--- src/rtl/mac_pipe_vec.sv ---
// Multi-lane pipelined MAC: per-lane signed multiply, registered lane-sum adder,
// then a single OUTW-bit accumulator with optional saturation and sticky overflow.

module mac_pipe_vec_lane #(
   parameter int INW = 16,
   parameter int PW  = 2*INW
) (
   input  logic                 clk,
   input  logic                 reset,
   input  logic                 en_i,
   input  logic                 mask_i,
   input  logic signed [INW-1:0] a_i,
   input  logic signed [INW-1:0] b_i,
   output logic signed [PW-1:0]  prod_o
);
   logic signed [PW-1:0] prod_q, prod_d, mul;

   // Extend before multiplying so the full-width product is formed.
   assign mul = PW'(a_i) * PW'(b_i);

   always_comb begin
      prod_d = prod_q;
      if (en_i) prod_d = mask_i ? mul : '0;
   end

   always_ff @(posedge clk) begin
      if (reset) prod_q <= '0;
      else       prod_q <= prod_d;
   end

   assign prod_o = prod_q;
endmodule

module mac_pipe_vec #(
   parameter int INW      = 16,
   parameter int OUTW     = 64,
   parameter int LANES    = 4,
   parameter int SATURATE = 0
) (
   input  logic                       clk,
   input  logic                       reset,
   input  logic                       input_valid,
   input  logic                       init_acc,
   input  logic signed [OUTW-1:0]     init_value,
   input  logic [LANES*INW-1:0]       in_a,
   input  logic [LANES*INW-1:0]       in_b,
   input  logic [LANES-1:0]           lane_mask,
   output logic signed [OUTW-1:0]     out,
   output logic                       out_valid,
   output logic                       busy,
   output logic                       overflow
);
   localparam int PW   = 2*INW;
   localparam int SUMW = PW + $clog2(LANES);
   localparam bit SAT  = (SATURATE != 0);

   generate
      if (LANES < 1)    begin : g_bad_lanes $error("mac_pipe_vec: LANES must be >= 1"); end
      if (OUTW < SUMW)  begin : g_bad_outw  $error("mac_pipe_vec: OUTW too narrow for lane sum"); end
   endgenerate

   logic [LANES-1:0][PW-1:0] prods;
   logic [2:1]               vld_pipe_q, vld_pipe_d;

   genvar k;
   generate
      for (k = 0; k < LANES; k++) begin : g_lane
         mac_pipe_vec_lane #(.INW(INW), .PW(PW)) u_lane (
            .clk    (clk),
            .reset  (reset),
            .en_i   (input_valid),
            .mask_i (lane_mask[k]),
            .a_i    (in_a[k*INW +: INW]),
            .b_i    (in_b[k*INW +: INW]),
            .prod_o (prods[k])
         );
      end
   endgenerate

   assign vld_pipe_d = {vld_pipe_q[1], input_valid};

   // Stage 2: lane sum is wide enough that it can never overflow.
   logic signed [SUMW-1:0] sum_q, sum_d;

   always_comb begin
      sum_d = sum_q;
      if (vld_pipe_q[1]) begin
         sum_d = '0;
         for (int i = 0; i < LANES; i++) sum_d = sum_d + SUMW'($signed(prods[i]));
      end
   end

   // Stage 3: one extra bit exposes signed overflow of the accumulate.
   localparam logic signed [OUTW-1:0] MAXV = {1'b0, {(OUTW-1){1'b1}}};
   localparam logic signed [OUTW-1:0] MINV = {1'b1, {(OUTW-1){1'b0}}};

   logic signed [OUTW:0]   acc_full;
   logic                   acc_ovf;
   logic signed [OUTW-1:0] acc_res;
   logic signed [OUTW-1:0] out_q, out_d;
   logic                   outv_q, outv_d, ovf_q, ovf_d;

   assign acc_full = (OUTW+1)'(out_q) + (OUTW+1)'(sum_q);
   assign acc_ovf  = acc_full[OUTW] ^ acc_full[OUTW-1];

   always_comb begin
      acc_res = acc_full[OUTW-1:0];
      if (SAT && acc_ovf) acc_res = acc_full[OUTW] ? MINV : MAXV;
   end

   always_comb begin
      out_d  = out_q;
      ovf_d  = ovf_q;
      outv_d = 1'b0;
      if (init_acc) begin
         out_d = init_value;
         ovf_d = 1'b0;
      end else if (vld_pipe_q[2]) begin
         out_d  = acc_res;
         outv_d = 1'b1;
         if (acc_ovf) ovf_d = 1'b1;
      end
   end

   always_ff @(posedge clk) begin
      if (reset) begin
         vld_pipe_q <= '0;
         sum_q      <= '0;
         out_q      <= '0;
         outv_q     <= 1'b0;
         ovf_q      <= 1'b0;
      end else begin
         vld_pipe_q <= vld_pipe_d;
         sum_q      <= sum_d;
         out_q      <= out_d;
         outv_q     <= outv_d;
         ovf_q      <= ovf_d;
      end
   end

   assign out       = out_q;
   assign out_valid = outv_q;
   assign overflow  = ovf_q;
   assign busy      = |vld_pipe_q;
endmodule

--- config.mk ---
export PLATFORM = sky130hd
export DESIGN_NAME = mac_pipe_vec
export DESIGN_NICKNAME = d
export VERILOG_FILES = /design/src/rtl/mac_pipe_vec.sv
export SDC_FILE = /design/constraint.sdc
export NUM_CORES = 2
export LEC_CHECK = 0
export ABC_AREA = 1
export BUFFER_PORTS_ARGS = -buffer_cell sky130_fd_sc_hd__buf_2
export CORE_MARGIN = 4
export CORE_UTILIZATION = 60
export DETAILED_ROUTE_END_ITERATION = 16
export HOLD_SLACK_MARGIN = 0.08
export PLACE_DENSITY = 0.81
export SLEW_MARGIN = 20
export SYNTH_ARGS = -nofsm -noshare
export SYNTH_HDL_FRONTEND = slang
export SYNTH_SLANG_ARGS = --single-unit
--- constraint.sdc ---
create_clock -name clk -period 12.35 [get_ports clk]
set_input_delay 2.47 -clock clk [delete_from_list [all_inputs] [get_ports clk]]
set_output_delay 2.47 -clock clk [all_outputs]
set_load 0.1 [all_outputs]
# After elaboration in Yosys (flattened, before gate mapping)
# Index checks and enable logic that the tools add are counted.
# word_totals
reg_bits	230
in_bits	200
elab_cells	29
# classes
addsub	4
n_mul	4
mux	7
bitwise_logic	1
n_reduce_logical	4
# op_table
operator	n
multiplier 16 x 16 -> 32 bit	4
2-to-1 mux 32 bit	4
2-to-1 mux 64 bit	2
adder 64 x 34 -> 65 bit	1
adder 33 x 32 -> 34 bit	1
adder 34 x 32 -> 34 bit	1
adder 32 x 32 -> 33 bit	1
OR reduction 2 bit	2
AND reduction 2 bit	1
nonzero test 2 bit	1
2-to-1 mux 1 bit	1
XOR 1 bit	1

# Logic depth before layout (Yosys ltp)
# depth
word_depth	3
depth_mapped	26
depth_no_buf	24

# Cells and area by module
# A second synthesis with hierarchy kept.
# unflattened
cells_unflattened	8686
hier_area_um2	61124.9
# modules_own_cells
module	instances	cells_each	area_each_um2	seq_area_each_um2
mac_pipe_vec	1	2258	13382.8	2042.0
mac_pipe_vec_lane (g_lane[0].u_lane)	1	1613	11974.0	640.6
mac_pipe_vec_lane (g_lane[3].u_lane)	1	1619	11965.2	640.6
mac_pipe_vec_lane (g_lane[2].u_lane)	1	1601	11957.7	640.6
mac_pipe_vec_lane (g_lane[1].u_lane)	1	1595	11845.1	640.6

# Worst setup path before layout
# Ideal clock, no wire load.
# synth_timing
path_kind	in2reg
startpoint	in in_b[37]
endpoint	reg g_lane[2].u_lane.prod_q[26]
setup_ps	132
t_arrival_ps	7683
required_time_ps	12218
path_slack_ps	4535
cell_stages	20
path_buffers	2
cell_sequence	clkbuf_1 > clkbuf_1 > nand2_1 > fa_1 > inv_1 > fa_1 > fa_1 > fa_1 > fa_1 > inv_1 > fa_1 > inv_1 > ha_1 > a21o_1 > a21boi_0 > o21a_1 > nand3_1 > or2_2 > nand3_1 > a21oi_1
# synth_via
elab_chain_cells	2
# synth_lines
element	line_no	text
start, declared	46	input logic [LANES*INW-1:0] in_b,
multiplier 16 x 16 -> 32 bit	19	assign mul = PW'(a_i) * PW'(b_i);
2-to-1 mux 32 bit	23	if (en_i) prod_d = mask_i ? mul : '0;
end signal, assigned	28	else prod_q <= prod_d;
end, declared	16	logic signed [PW-1:0] prod_q, prod_d, mul;
# Every way passes these cells.
# A chain may end at the register's enable or synchronous reset.

# Worst setup path in the final report
# layout_timing
startpoint	in in_b[1]
endpoint	reg g_lane[0].u_lane.prod_q[28]
# layout_via
elab_chain_cells	2
# layout_lines
element	line_no
multiplier 16 x 16 -> 32 bit	19
2-to-1 mux 32 bit	23
end signal, assigned	28
end, declared	16
# Every way passes these cells.

==> out/qor.yml <==
synth:
  ys.flop_type: "dfxtp_1"
  yosysWarnings: 0
  ys_seq_elements: 230
  synth_top_family_by_area: "adder cells"
  synth_xor_area_share_pct: 0.948
  seq_area_frac_synth_pct: 7.79
  ys_types: 50
  async_reset_ff_share_pct: 0
  synth-adder-area-share_pct: 46.7
  synth.avg_cell_area_um2: 7.26
  syn_nets: 9887
  synth_compound_area_share_pct: 8.05
  netlist_instances: 8148
  synthSimpleGateAreaFrac_pct: 20.9
  netlist_area_um2: 59100
  synth-edff-count: 0
  synthMuxAreaShare_pct: 0
detailed_routing:
  antenna_left: 0
  drtIter0Drc: 4123
  drtPass1Iterations: 6
  routedWlPerCell_um: 17.7
  drc: 0
  viasPerCell: 5.43
  wl_mm: 167
  num_vias: 51200
floorplanning:
  initial_utilization_pct: 60.8
  dieArea_um2: 104000
  coreArea_um2: 97300
  ios: 267
  fp-row-count: 114
  die_h_um: 322
  die_x_um: 322
clock_tree:
  clk_pin_slew_worst_paths_ns: 0.07
  cts_sinks: 230
  clk_latency_ns: 0.59
  ctsLongestPathBuffers: 3
  h-tree-depth: 1
  cts_resized: 0
  root_buffer: "clkbuf_16"
  postCtsSetupBuffers: 0
  numCtsBuffers: 28
  hold_buffers: 0
  cts_tree: "done"
cells_and_area:
  fillers: 8890
  diodes: 0
  stdcell_area_um2: 61900
  layout_commonest_cell: "inv_1"
  layout_common_cells: "inv_1 (2,131), nand2_1 (2,092), fa_1 (1,114)"
  area_growth_pct: 4.74
  drive_gt1_share_pct: 6.09
  fin_nets: 9883
timing:
  drv_slew: 0
  fmax_ghz: 0.126
  worstMarginPinSlew_ns: 1.02
  fin_skew_ns: 0.0286
  hold_viol: 0
  setup_viol: 0
  fin_crit_ns: 7.93
  relSlewSlack_pct: 31.8
  setup_tns_ns: 0
  finalWorstSetupSlack_ns: 4.42
  rsz0062_at_grt: "false"
  finalCritPeriodShare_pct: 64.2
place:
  hpwl_mm: 143
  dp_slack_ns: 3.92
  place_congestion: 1.00
  placed_cell_area_um2: 61000
  port_buffers: 266
worst_setup_path:
  cp_data_arrival_time_ns: 8.35
  path_cells: "buf_2 > nand2_1 > inv_1 > fa_1 > fa_1 > fa_1 > fa_1 > fa_1 > inv_1 > fa_1 > inv_1 > ha_1 > nand2_1 > nor2_1 > inv_1 > nor3_1 > o21ai_0 > nand3_1 > nand2_1 > nand3_1 > a21oi_1"
  crit_top_cell: "fa_1"
  crit_path_max_incr_delay_ns: 0.91
  cp_max_fo: 16
  slowest_stage: "fa_1"
  startpoint_type: "input port"
  path_delay_family: "adder cells"
  crit_type: "in2reg"
  endpoint_kind: "flip-flop"
  critPathRequiredTime_ns: 12.77
  critical_path_buf_inv_count: 5
min_path:
  min_path_type: "reg2reg"
grt:
  grt_pass1_vias: 53400
  grt-ovfl-total: 0
  grtUsageTotal_pct: 33.1
  grt_first_pass_wirelength_mm: 276
  antenna_found_initial: 1
  grt_max_degree: 96
status:
  outcome: "finished clean"
job:
  max-cap-violations: 0
[per-stage QoR]
step,util (%),cells,hold slack (ns)
after floorplan,-,8148,0.453
after global placement,62.7,9390,0.464
after detailed placement,62.7,9390,0.468
after CTS,63.7,9441,0.476
after global routing,63.7,9441,0.492
final,63.7,9441,0.472
[synth_stat cells, types with 19 or more instances]
library cell  number  area share [%]
fa_1            1114              38
nor2_2            22            0.23
nand3b_1          23            0.29
a21oi_1          456             3.9
o21ai_0          219             1.9
or2_2             31            0.33
a31oi_1           30            0.32
nor2_1           408             2.6
nor3_1            45            0.38
nand2_1         2092              13
xor2_1            42            0.62
ha_1             425             9.0
inv_1           2132              14
a22oi_1           39            0.50
nand3_1          221             1.9
dfxtp_1          230             7.8
nand4_1           61            0.65
xnor2_1           22            0.33
clkbuf_1         294             1.9
nand2_2           58            0.61
a21o_1            19            0.24
o21bai_1          23            0.29
[cell families (layout without fill, tap and decap cells)]
family,count (synthesis),in the layout
compound gates,862,862
xor+xnor,64,64
fa+ha+maj,1539,1539
buf+inv,2455,2472
flops,230,230
simple gates,2998,2998
[sequential cells by signal, indices dropped and copies added (netlist names)]
register,flops
g_lane.u_lane.prod_o,128
out,64
sum_q,34
vld_pipe_q,2
out_valid,1
overflow,1
[tightest hold or removal path: cells and delay by family, from the launching register on]
family / cells / cell delay, ns
AOI/OAI and AO/OA: 1 / 0.06
buffers and inverters: 1 / 0.05
DFF: 1 / 0.32
[path summary, 6_finish.rpt]
path | cells past startpoint | endpoint | slack [ns] | start
max | 21 | g_lane[0].u_lane.prod_o[28] | 4.42 | in_b[1]
min | 2 | overflow | 0.47 | overflow
max reg2reg | 13 | sum_q[29] | 8.80 | g_lane[0].u_lane.prod_o[1]
min reg2reg | 2 | overflow | 0.47 | overflow
[per-layer routing]
metal  GRT usage [%]  part of all wire, %
met1            44.7                   41
met2            56.9                   49
met3            3.20                  6.9
met4            10.2                  3.6
met5               0                    0
[cell type report]
type / count / area, um^2 / share of cell area, %
clock buffer: 38 / 830 / 1.34
clock inverter: 13 / 130 / 0.210
inverter: 2146 / 8060 / 13.0
multi-input combinational: 5463 / 45300 / 73.2
sequential: 230 / 4610 / 7.44
tap: 1276 / 1600 / 2.58
timing repair buffer: 275 / 1410 / 2.27
Power is left out: the tool's default activity adds up to more than one toggle a clock period on the data nets, which glitch-free logic cannot reach.
